===== src/rtl/qs_pkg.sv =====
// Shared types and helpers for the multi-context sort-range stack.
package qs_pkg;

  // Stack command opcodes; encodings 5..7 are illegal.
  typedef enum logic [2:0] {
    NOP  = 3'd0,
    PUSH = 3'd1,
    POP  = 3'd2,
    PEEK = 3'd3,
    CLR  = 3'd4
  } mstack_op_t;

  // Context-select width; a single context still gets a 1-bit field.
  function automatic int unsigned mstack_ctxw(input int unsigned c);
    return (c > 1) ? $clog2(c) : 1;
  endfunction

endpackage


===== src/rtl/qs_srt_mstack_if.sv =====
// Command/response bus of the multi-context stack.
interface qs_srt_mstack_if #(
  parameter int unsigned C = 4,
  parameter int unsigned W = 32
);
  localparam int unsigned CTXW = qs_pkg::mstack_ctxw(C);

  logic            cmd_vld;
  logic [2:0]      cmd_op;
  logic [CTXW-1:0] cmd_ctx;
  logic [W-1:0]    cmd_dat;
  logic            cmd_err_w;
  logic            rsp_vld_r;
  logic [CTXW-1:0] rsp_ctx_r;
  logic [W-1:0]    rsp_dat_r;

  modport master (
    output cmd_vld, cmd_op, cmd_ctx, cmd_dat,
    input  cmd_err_w, rsp_vld_r, rsp_ctx_r, rsp_dat_r
  );

  modport slave (
    input  cmd_vld, cmd_op, cmd_ctx, cmd_dat,
    output cmd_err_w, rsp_vld_r, rsp_ctx_r, rsp_dat_r
  );
endinterface


===== src/rtl/qs_srt_mstack_ctx.sv =====
// Per-context occupancy, status flags and slot index for one stack.
module qs_srt_mstack_ctx
  import qs_pkg::*;
#(
  parameter int unsigned N = 16
) (
  input  logic                 clk,
  input  logic                 rst,
  input  logic                 sel,
  input  mstack_op_t           op,
  output logic [$clog2(N)-1:0] index,
  output logic                 err,
  output logic                 empty_r,
  output logic                 full_r,
  output logic                 err_r
);
  localparam int unsigned IW = $clog2(N);
  localparam int unsigned CW = IW + 1;

  logic [CW-1:0] cnt;
  logic [CW-1:0] cnt_nxt;
  logic          is_push;
  logic          is_rd;

  // Slot index, legality and next occupancy for the current command.
  always_comb begin
    is_push = sel && (op == PUSH);
    is_rd   = sel && ((op == POP) || (op == PEEK));
    index   = cnt[IW-1:0];
    if (is_rd) index = IW'(cnt - CW'(1));
    err     = (is_push && full_r) || (is_rd && empty_r);
    cnt_nxt = cnt;
    if (sel) begin
      case (op)
        PUSH:    if (!full_r)  cnt_nxt = cnt + CW'(1);
        POP:     if (!empty_r) cnt_nxt = cnt - CW'(1);
        CLR:     cnt_nxt = '0;
        default: cnt_nxt = cnt;
      endcase
    end
  end

  // Occupancy with empty/full registered alongside it; sticky error until CLR.
  always_ff @(posedge clk or negedge rst) begin
    if (!rst) begin
      cnt     <= '0;
      empty_r <= 1'b1;
      full_r  <= 1'b0;
      err_r   <= 1'b0;
    end else begin
      cnt     <= cnt_nxt;
      empty_r <= (cnt_nxt == '0);
      full_r  <= (cnt_nxt == CW'(N));
      if (sel && (op == CLR)) err_r <= 1'b0;
      else if (err)           err_r <= 1'b1;
    end
  end
endmodule


===== src/rtl/qs_srt_mstack.sv =====
// Multi-context LIFO: C stacks of N words sharing one single-port SRAM.
module qs_srt_mstack
  import qs_pkg::*;
#(
  parameter int unsigned C = 4,
  parameter int unsigned N = 16,
  parameter int unsigned W = 32
) (
  input  logic          clk,
  input  logic          rst,
  qs_srt_mstack_if.slave bus,
  output logic [C-1:0]  empty_r,
  output logic [C-1:0]  full_r,
  output logic [C-1:0]  err_r
);
  localparam int unsigned CTXW = mstack_ctxw(C);
  localparam int unsigned IW   = $clog2(N);
  localparam int unsigned AW   = $clog2(C * N);

  logic            legal;
  mstack_op_t      op_eff;
  logic [C-1:0]    sel;
  logic [C-1:0]    err_arr;
  logic [IW-1:0]   idx_arr [C];
  logic [IW-1:0]   idx;
  logic            ctx_err;
  logic            ctx_hit;
  logic            do_wr;
  logic            do_rd;
  logic [AW-1:0]   addr;
  logic [W-1:0]    rd_dat;
  logic [W-1:0]    mem [C*N];

  // Decode: illegal opcodes and idle cycles reach the contexts as NOP.
  always_comb begin
    legal  = (bus.cmd_op <= 3'd4);
    op_eff = (bus.cmd_vld && legal) ? mstack_op_t'(bus.cmd_op) : NOP;
  end

  for (genvar c = 0; c < C; c++) begin : g_ctx
    assign sel[c] = (bus.cmd_ctx == CTXW'(c));

    qs_srt_mstack_ctx #(.N(N)) u_ctx (
      .clk     (clk),
      .rst     (rst),
      .sel     (sel[c]),
      .op      (op_eff),
      .index   (idx_arr[c]),
      .err     (err_arr[c]),
      .empty_r (empty_r[c]),
      .full_r  (full_r[c]),
      .err_r   (err_r[c])
    );
  end

  // Select the addressed context's slot index and error.
  always_comb begin
    idx     = '0;
    ctx_err = 1'b0;
    for (int unsigned c = 0; c < C; c++) begin
      if (sel[c]) begin
        idx     = idx_arr[c];
        ctx_err = err_arr[c];
      end
    end
    ctx_hit       = |sel;
    do_wr         = ctx_hit && (op_eff == PUSH) && !ctx_err;
    do_rd         = ctx_hit && ((op_eff == POP) || (op_eff == PEEK)) && !ctx_err;
    addr          = AW'({bus.cmd_ctx, idx});
    bus.cmd_err_w = bus.cmd_vld && (!legal || ctx_err);
  end

  // Single-port SRAM with asynchronous read data; contents are not reset.
  always_ff @(posedge clk) begin
    if (do_wr) mem[addr] <= bus.cmd_dat;
  end

  assign rd_dat = mem[addr];

  // Registered response; a reset drops any response in flight.
  always_ff @(posedge clk or negedge rst) begin
    if (!rst) begin
      bus.rsp_vld_r <= 1'b0;
      bus.rsp_ctx_r <= '0;
      bus.rsp_dat_r <= '0;
    end else begin
      bus.rsp_vld_r <= do_rd;
      if (do_rd) begin
        bus.rsp_ctx_r <= bus.cmd_ctx;
        bus.rsp_dat_r <= rd_dat;
      end
    end
  end
endmodule


===== src/flat_wrapper.sv =====
// flat-port wrapper written by rule: the top's interface ports become plain ports
module qs_srt_mstack_flat import qs_pkg::*;
#(
  parameter int unsigned C = 4,
  parameter int unsigned N = 16,
  parameter int unsigned W = 32
)
  (clk, rst, empty_r, full_r, err_r, bus_cmd_vld, bus_cmd_op, bus_cmd_ctx, bus_cmd_dat, bus_cmd_err_w, bus_rsp_vld_r, bus_rsp_ctx_r, bus_rsp_dat_r);
  qs_srt_mstack_if #(.C(C), .W(W)) bus_i ();
  input  logic clk;
  input  logic rst;
  output logic [C-1:0] empty_r;
  output logic [C-1:0] full_r;
  output logic [C-1:0] err_r;
  input wire logic [$bits(bus_i.cmd_vld)-1:0] bus_cmd_vld;
  input wire logic [$bits(bus_i.cmd_op)-1:0] bus_cmd_op;
  input wire logic [$bits(bus_i.cmd_ctx)-1:0] bus_cmd_ctx;
  input wire logic [$bits(bus_i.cmd_dat)-1:0] bus_cmd_dat;
  output wire logic [$bits(bus_i.cmd_err_w)-1:0] bus_cmd_err_w;
  output wire logic [$bits(bus_i.rsp_vld_r)-1:0] bus_rsp_vld_r;
  output wire logic [$bits(bus_i.rsp_ctx_r)-1:0] bus_rsp_ctx_r;
  output wire logic [$bits(bus_i.rsp_dat_r)-1:0] bus_rsp_dat_r;
  assign bus_i.cmd_vld = bus_cmd_vld;
  assign bus_i.cmd_op = bus_cmd_op;
  assign bus_i.cmd_ctx = bus_cmd_ctx;
  assign bus_i.cmd_dat = bus_cmd_dat;
  assign bus_cmd_err_w = bus_i.cmd_err_w;
  assign bus_rsp_vld_r = bus_i.rsp_vld_r;
  assign bus_rsp_ctx_r = bus_i.rsp_ctx_r;
  assign bus_rsp_dat_r = bus_i.rsp_dat_r;
  qs_srt_mstack #(.C(C), .N(N), .W(W)) u_core (.clk(clk), .rst(rst), .bus(bus_i), .empty_r(empty_r), .full_r(full_r), .err_r(err_r));
endmodule

===== config.mk =====
export PLATFORM = sky130hd
export DESIGN_NAME = qs_srt_mstack_flat
export DESIGN_NICKNAME = d
export VERILOG_FILES = /design/src/rtl/qs_pkg.sv /design/src/rtl/qs_srt_mstack_if.sv /design/src/rtl/qs_srt_mstack_ctx.sv /design/src/rtl/qs_srt_mstack.sv /design/src/flat_wrapper.sv
export SDC_FILE = /design/constraint.sdc
export NUM_CORES = 2
export LEC_CHECK = 0
export CAP_MARGIN = 10
export CELL_PAD_IN_SITES_DETAIL_PLACEMENT = 0
export CELL_PAD_IN_SITES_GLOBAL_PLACEMENT = 1
export CORE_ASPECT_RATIO = 0.8
export CORE_MARGIN = 1
export CORE_UTILIZATION = 50
export DETAILED_ROUTE_END_ITERATION = 7
export HOLD_SLACK_MARGIN = 0.15
export PLACE_DENSITY = 0.74
export SLEW_MARGIN = 20
export SYNTH_ARGS = -nofsm -noshare
export SYNTH_HDL_FRONTEND = slang
export SYNTH_SLANG_ARGS = --single-unit

===== constraint.sdc =====
create_clock -name clk -period 5.2 [get_ports clk]
set_clock_uncertainty 0.05 [all_clocks]
set_input_delay 1.3 -clock clk [delete_from_list [all_inputs] [get_ports clk]]
set_output_delay 1.3 -clock clk [all_outputs]
set_load 0.05 [all_outputs]

== Yosys cells after proc, flatten, opt, wreduce, memory -nomap -nowiden ==
Memory sizes are Yosys's and may differ from the RTL's. A register that Yosys moved wholly into a read port is not among the register bits.
Index checks and enable logic that the tools add are counted.
Operators by class
  reduce and logical (&&, ||, !) cells: 45
  add/subtract/negate cells: 8
  magnitude comparators: 1
  equality and inequality tests: 11
  mux-type cells: 39
Operators by type and width (number)
  $mux W5: 12
  $pmux W5 S3: 4
  $mux W4: 8
  $logic_and A1 B1 Y1: 26
  $add A5 B1 Y5 const B: 4
  $eq A5 B5 Y1 const B: 4
  $logic_not A5 Y1: 4
  $sub A5 B1 Y5 const B: 4
  $mux W1: 14
  $reduce_bool A2 Y1: 4
  $eq A3 B2 Y1 const B: 2
  $logic_or A1 B1 Y1: 6
  $eq A2 B2 Y1 const B: 2
  $reduce_or A4 Y1: 1
  $eq A3 B1 Y1 const B: 1
  $eq A3 B3 Y1 const B: 1
  $le A3 B3 Y1 const B: 1
  $logic_not A1 Y1: 3
  $mux W3: 1
  $eq A2 B1 Y1 const B: 1
  $logic_not A2 Y1: 1
Word-level totals
  bits of input ports: 40
  output and inout port bits: 48
  RAM bits: 2048
  register bits: 35
  logic and storage cells: 123
  memories: 1
Memories
  u_core.mem: words 64, width 32, rd ports 1, clocked after memory_dff 1, write ports 1, line qs_srt_mstack.sv:32  | logic [W-1:0] mem [C*N];

== Logic depth before layout (Yosys ltp) ==
  depth after elaboration: 16
  depth in mapped cells: 18
  mapped depth without buffers: 11

== Cells and area by module ==
From an unflattened synthesis, not the netlist that was laid out.
Unflattened totals
  cells, all modules: 4908
  area total of the unflattened synthesis: 83425.0 um^2
By module, submodules not included
  qs_srt_mstack: area each 80417.1 um^2, sequential area each 62374.8 um^2, cells each 4604, times used 1
  qs_srt_mstack_ctx: area each 752.0 um^2, sequential area each 201.4 um^2, cells each 76, times used 4

== Worst setup path before layout ==
OpenSTA, ideal clock, no wires.
  kind: in2reg
  start: input bus_cmd_op[2]
  end: memory u_core.mem[0][0], enable pin
  data required time: 4729 ps
  cell stages on the path: 10
  slack: 80 ps
  data arrival time: 4648 ps
  library setup time: 421 ps
  buffers on the path: 4
  cell sequence: nand3b_2 > nor3_1 > mux2i_1 > nor4_1 > buf_2 > buf_4 > buf_4 > buf_2 > nand3_1 > nor2_1
Between the ends
  longest elaborated chain between the ends: 16
  elaborated cells on any way between the ends: 44
  those cells by class: 1 x order compare; 3 x eq/ne; 15 x mux; 25 x reduce/logical
RTL lines
  start, declared: line flat_wrapper.sv:16  | input wire logic [$bits(bus_i.cmd_op)-1:0] bus_cmd_op;
  $le A3 B3 Y1: line qs_srt_mstack.sv:36  | legal = (bus.cmd_op <= 3'd4);
  $logic_and A1 B1 Y1: line qs_srt_mstack.sv:37  | op_eff = (bus.cmd_vld && legal) ? mstack_op_t'(bus.cmd_op) : NOP;
  $mux W3 *: line qs_srt_mstack.sv:37
  $eq A3 B2 Y1: line qs_srt_mstack_ctx.sv:28  | is_rd = sel && ((op == POP) || (op == PEEK));
  $logic_or A1 B1 Y1: line qs_srt_mstack_ctx.sv:28
  $logic_and A1 B1 Y1: line qs_srt_mstack_ctx.sv:28
  $logic_and A1 B1 Y1: line qs_srt_mstack_ctx.sv:31  | err = (is_push && full_r) || (is_rd && empty_r);
  $logic_or A1 B1 Y1: line qs_srt_mstack_ctx.sv:31
  $mux W1 (4 in a row): line qs_srt_mstack.sv:61  | if (sel[c]) begin
  $logic_not A1 Y1: line qs_srt_mstack.sv:67  | do_wr = ctx_hit && (op_eff == PUSH) && !ctx_err;
  $logic_and A1 B1 Y1: line qs_srt_mstack.sv:67
  $mux W1: line qs_srt_mstack.sv:75  | if (do_wr) mem[addr] <= bus.cmd_dat;
  $mux W1 (not written as such): line qs_srt_mstack.sv:75
  end, declared: line qs_srt_mstack.sv:32
Mark *: on every way between the ends. The rest lies on a longest branch, timed or not.

== Worst setup path after layout ==
  start: input bus_cmd_op[1]
  end: output bus_cmd_err_w
Between the ends
  longest elaborated chain between the ends: 14
  elaborated cells on any way between the ends: 34
  those cells by class: 1 x order compare; 3 x eq/ne; 5 x mux; 25 x reduce/logical
RTL lines
  $le A3 B3 Y1: line qs_srt_mstack.sv:36
  $logic_and A1 B1 Y1: line qs_srt_mstack.sv:37
  $mux W3: line qs_srt_mstack.sv:37
  $eq A3 B2 Y1: line qs_srt_mstack_ctx.sv:28
  $logic_or A1 B1 Y1: line qs_srt_mstack_ctx.sv:28
  $logic_and A1 B1 Y1: line qs_srt_mstack_ctx.sv:28
  $logic_and A1 B1 Y1: line qs_srt_mstack_ctx.sv:31
  $logic_or A1 B1 Y1: line qs_srt_mstack_ctx.sv:31
  $mux W1 (4 in a row): line qs_srt_mstack.sv:61
  $logic_or A1 B1 Y1 *: line qs_srt_mstack.sv:70  | bus.cmd_err_w = bus.cmd_vld && (!legal || ctx_err);
  $logic_and A1 B1 Y1 *: line qs_srt_mstack.sv:70
  end, declared: line flat_wrapper.sv:19  | output wire logic [$bits(bus_i.cmd_err_w)-1:0] bus_cmd_err_w;
Marks and branches as above.

==> results.sh <==
export IMPL_die_x_microns=453
export IMPL_seq_area_frac_synth=0.778
export IMPL_rows=131
export IMPL_critical_path_class="in -> out"
export IMPL_net_switching_power_uw=10500
export IMPL_worstSetupStartpointType="input pin"
export IMPL_synthesis_area_sq_um=81200
export IMPL_vias_per_cell=7.09
export IMPL_p_per_area_nw_per_um2=408
export IMPL_core_sq_um=160000
export IMPL_p_seq_frac=0.489
export IMPL_clk_latency_ns=0.86
export IMPL_io_pins=88
export IMPL_synth_edf_count=2048
export IMPL_place_area_sq_um=89500
export IMPL_finalCritPeriodShare=0.935
export IMPL_grt_setup_unrepaired="no"
export IMPL_postRouteAntennaNets=0
export IMPL_min_delay_path_class="reg -> reg"
export IMPL_drv_slew=0
export IMPL_grt_pass1_wl_microns=417000
export IMPL_drcViolationCount=0
export IMPL_grt_max_degree=65
export IMPL_syn_inst=5016
export IMPL_peakVddDrop_mv=0.403
export IMPL_routedWlPerCell_microns=39.9
export IMPL_ys_warn_count=0
export IMPL_cts_tree="done"
export IMPL_timing_hold_ws_ns=0.448
export IMPL_cp_cell_sequence="clkdlybuf4s50_1 > buf_4 > nor2b_1 > a22o_1 > mux4_2 > o211a_1 > buf_4"
export IMPL_crit_required_ns=3.85
export IMPL_p_sw_frac=0.268
export IMPL_antenna_found_initial=20
export IMPL_cts_setup_buffers=0
export IMPL_cpMostUsedCell="buf_4"
export IMPL_setup_viol=0
export IMPL_critPathArrivalTime_ns=3.51
export IMPL_leakage_uw=0.0314
export IMPL_fmax_mhz=206
export IMPL_cp_slowest_cell="clkdlybuf4s50_1"
export IMPL_synth_top_area_frac=0.758
export IMPL_first_pass_iters=8
export IMPL_ys_types=92
export IMPL_ys_ff_latch=2115
export IMPL_dpl_cell_count=7389
export IMPL_grt_usage=0.373
export IMPL_grt_overflow=0
export IMPL_via_count=55000
export IMPL_clkPwrFrac=0.373
export IMPL_clkTransAtPathRegs_ns=0.06
export IMPL_path_max_fanout=9
export IMPL_instances_no_fill=7764
export IMPL_totalWireLength_microns=310000
export IMPL_cpPeakStageDelay_ns=0.67
export IMPL_grt_pass1_vias=50300
export IMPL_ctsHoldBuffers=0
export IMPL_maxCapViolations=0
export IMPL_hold_viol=0
export IMPL_dpl_hpwl_microns=183000
export IMPL_post_route_cells_drive_above_1_share=0.179
export IMPL_drtIter0Drc=12600
export IMPL_numCtsBuffers=195
export IMPL_fin_nets=5506
export IMPL_syn_to_final_growth_pct=18.2
export IMPL_io_buffers=87
export IMPL_clock_path_buffers=3
export IMPL_combPwrFrac=0.137
export IMPL_place_congestion=0.924
export IMPL_slew_headroom=0.209
export IMPL_die_area_sq_um=164000
export IMPL_intPower_uw=28600
export IMPL_postLayoutCellArea_sq_um=96000
export IMPL_ctsHtreeMaxLevel=4
export IMPL_syn_avg_cell_area_sq_um=16.2
export IMPL_yosys_area_top_type="edfxtp_1"
export IMPL_ctsResizeCount=0
export IMPL_syn_nets=5064
export IMPL_critical_path_buf_inv_count=3
export IMPL_synthArstFlopShare=0.0317
export IMPL_period_minus_slack_ns=4.86
export IMPL_yosys_top_cells_area="edfxtp_1, nand2_1, a21oi_1"
export IMPL_outcome="finished clean"
export IMPL_start_util=0.506
export IMPL_cts_sinks=2115
export IMPL_end_kind="output port"
export IMPL_die_h_microns=362
export IMPL_worst_pin_slew_ns=1.19
export IMPL_root_buffer="clkbuf_16"
export IMPL_synthFlopType="edfxtp_1"
export IMPL_crit_family="buffers and inverters"
[stage by stage]
stage	setup TNS (ns)	worst slack [ns]	util	total power (uW)
6_report	0	0.338	0.599	39100
5_1_grt	0	0.246	0.599	39800
2_1_floorplan	0	0.0804	-	21900
4_1_cts	0	0.341	0.598	38900
3_3_place_gp	-1.21	-0.499	0.558	24600
3_5_place_dp	-1.25	-0.488	0.558	24700
[cell type report]
cell class | instances | area, sq um
multi-input cells | 2543 | 16900
well taps | 2128 | 2660
flip-flops and latches | 2115 | 63200
repair buffers | 591 | 6770
clock inverters | 115 | 1240
inverters | 12 | 46.3
fillers | 11900 | 64300
diodes | 9 | 22.5
clock buffers | 251 | 5180
[sequential cells by signal, summed over array words and instances, names as in the netlist]
register / cells
u_core.mem: 2048
u_core.bus.rsp_dat_r: 32
u_core.g_ctx.u_ctx.err_r: 4
u_core.g_ctx.u_ctx.cnt: 20
u_core.bus.rsp_vld_r: 1
u_core.g_ctx.u_ctx.empty_r: 4
u_core.bus.rsp_ctx_r: 2
u_core.g_ctx.u_ctx.full_r: 4
[cells in the mapped netlist (18+ instances only)]
library cell / number
a2111oi_0: 44
a211oi_1: 39
a21oi_1: 367
a221o_1: 36
a221oi_1: 112
a222oi_1: 110
a22o_1: 62
a22oi_1: 135
a31oi_1: 72
and3_1: 28
buf_1: 28
buf_2: 163
buf_4: 51
clkbuf_1: 92
dfrtp_1: 63
edfxtp_1: 2048
mux2_2: 53
mux2i_1: 143
nand2_1: 653
nand3_1: 64
nand4_1: 27
nor2_1: 136
nor4_1: 20
o211ai_1: 21
o21ai_0: 69
o22ai_1: 57
o2bb2ai_1: 18
[cell families after synthesis]
family	after synthesis	synth area share
and+or+nand+nor	1044	0.0564
muxes	204	0.0271
xor gates and xnor gates	5	0.000632
AOI/OAI and AO/OA	1282	0.114
DFF	2115	0.778
adders and majority gates	8	0.00123
buffers and inverters	358	0.0225
[worst paths after layout]
check                                                       startpoint                                    to  slack, ns  cells after the start
worst max register to register  u_core.g_ctx[3].u_ctx.cnt[0]$_DFF_PN0_  u_core.bus.rsp_dat_r[10]$_DFFE_PN0P_       0.57                     14
worst max-delay path                                     bus_cmd_op[1]                         bus_cmd_err_w       0.34                      7
worst min-delay path               u_core.bus.rsp_ctx_r[1]$_DFFE_PN0P_   u_core.bus.rsp_ctx_r[1]$_DFFE_PN0P_       0.45                      1
min in group asynchronous                                          rst   u_core.bus.rsp_dat_r[2]$_DFFE_PN0P_       0.50                      1
max in group asynchronous                                          rst  u_core.bus.rsp_dat_r[19]$_DFFE_PN0P_       3.38                      2
worst min register to register     u_core.bus.rsp_ctx_r[1]$_DFFE_PN0P_   u_core.bus.rsp_ctx_r[1]$_DFFE_PN0P_       0.45                      1
[cell usage in the layout, fill, tap and decap left out, types with 25 or more instances in the layout]
cell type,n
dfrtp_1,63
a2111oi_0,44
edfxtp_1,2048
clkbuf_1,49
clkinv_2,25
buf_4,341
a21oi_1,366
nand4_1,27
a211oi_1,39
o22ai_1,57
mux2_2,53
a22oi_1,135
nor2_4,74
buf_12,180
nand2_1,646
a221o_1,36
and3_1,27
mux2i_1,143
o21ai_0,68
a31oi_1,72
a22o_1,62
a221oi_1,112
nand3_1,63
a222oi_1,110
clkbuf_16,197
clkinv_1,48
nor2_1,60
clkdlybuf4s50_1,51
[metal layers]
layer,global-route usage,up-vias,part of all wire
met5,0,-,0.00018
met4,0.148,8,0.048
met3,0.126,846,0.17
met2,0.531,5397,0.42
met1,0.527,27700,0.36
li1,-,21100,-
[power groups by stage]
stage               Sequential (uW)  Clock (uW)  Combinational [uW]
floorplan                     19700           0                2210
global placement              19500           0                5110
detailed placement            19500           0                5160
CTS                           19100       14600                5180
global route                  19100       15200                5450
finish                        19100       14600                5380
(Power assumes the default switching activity.)
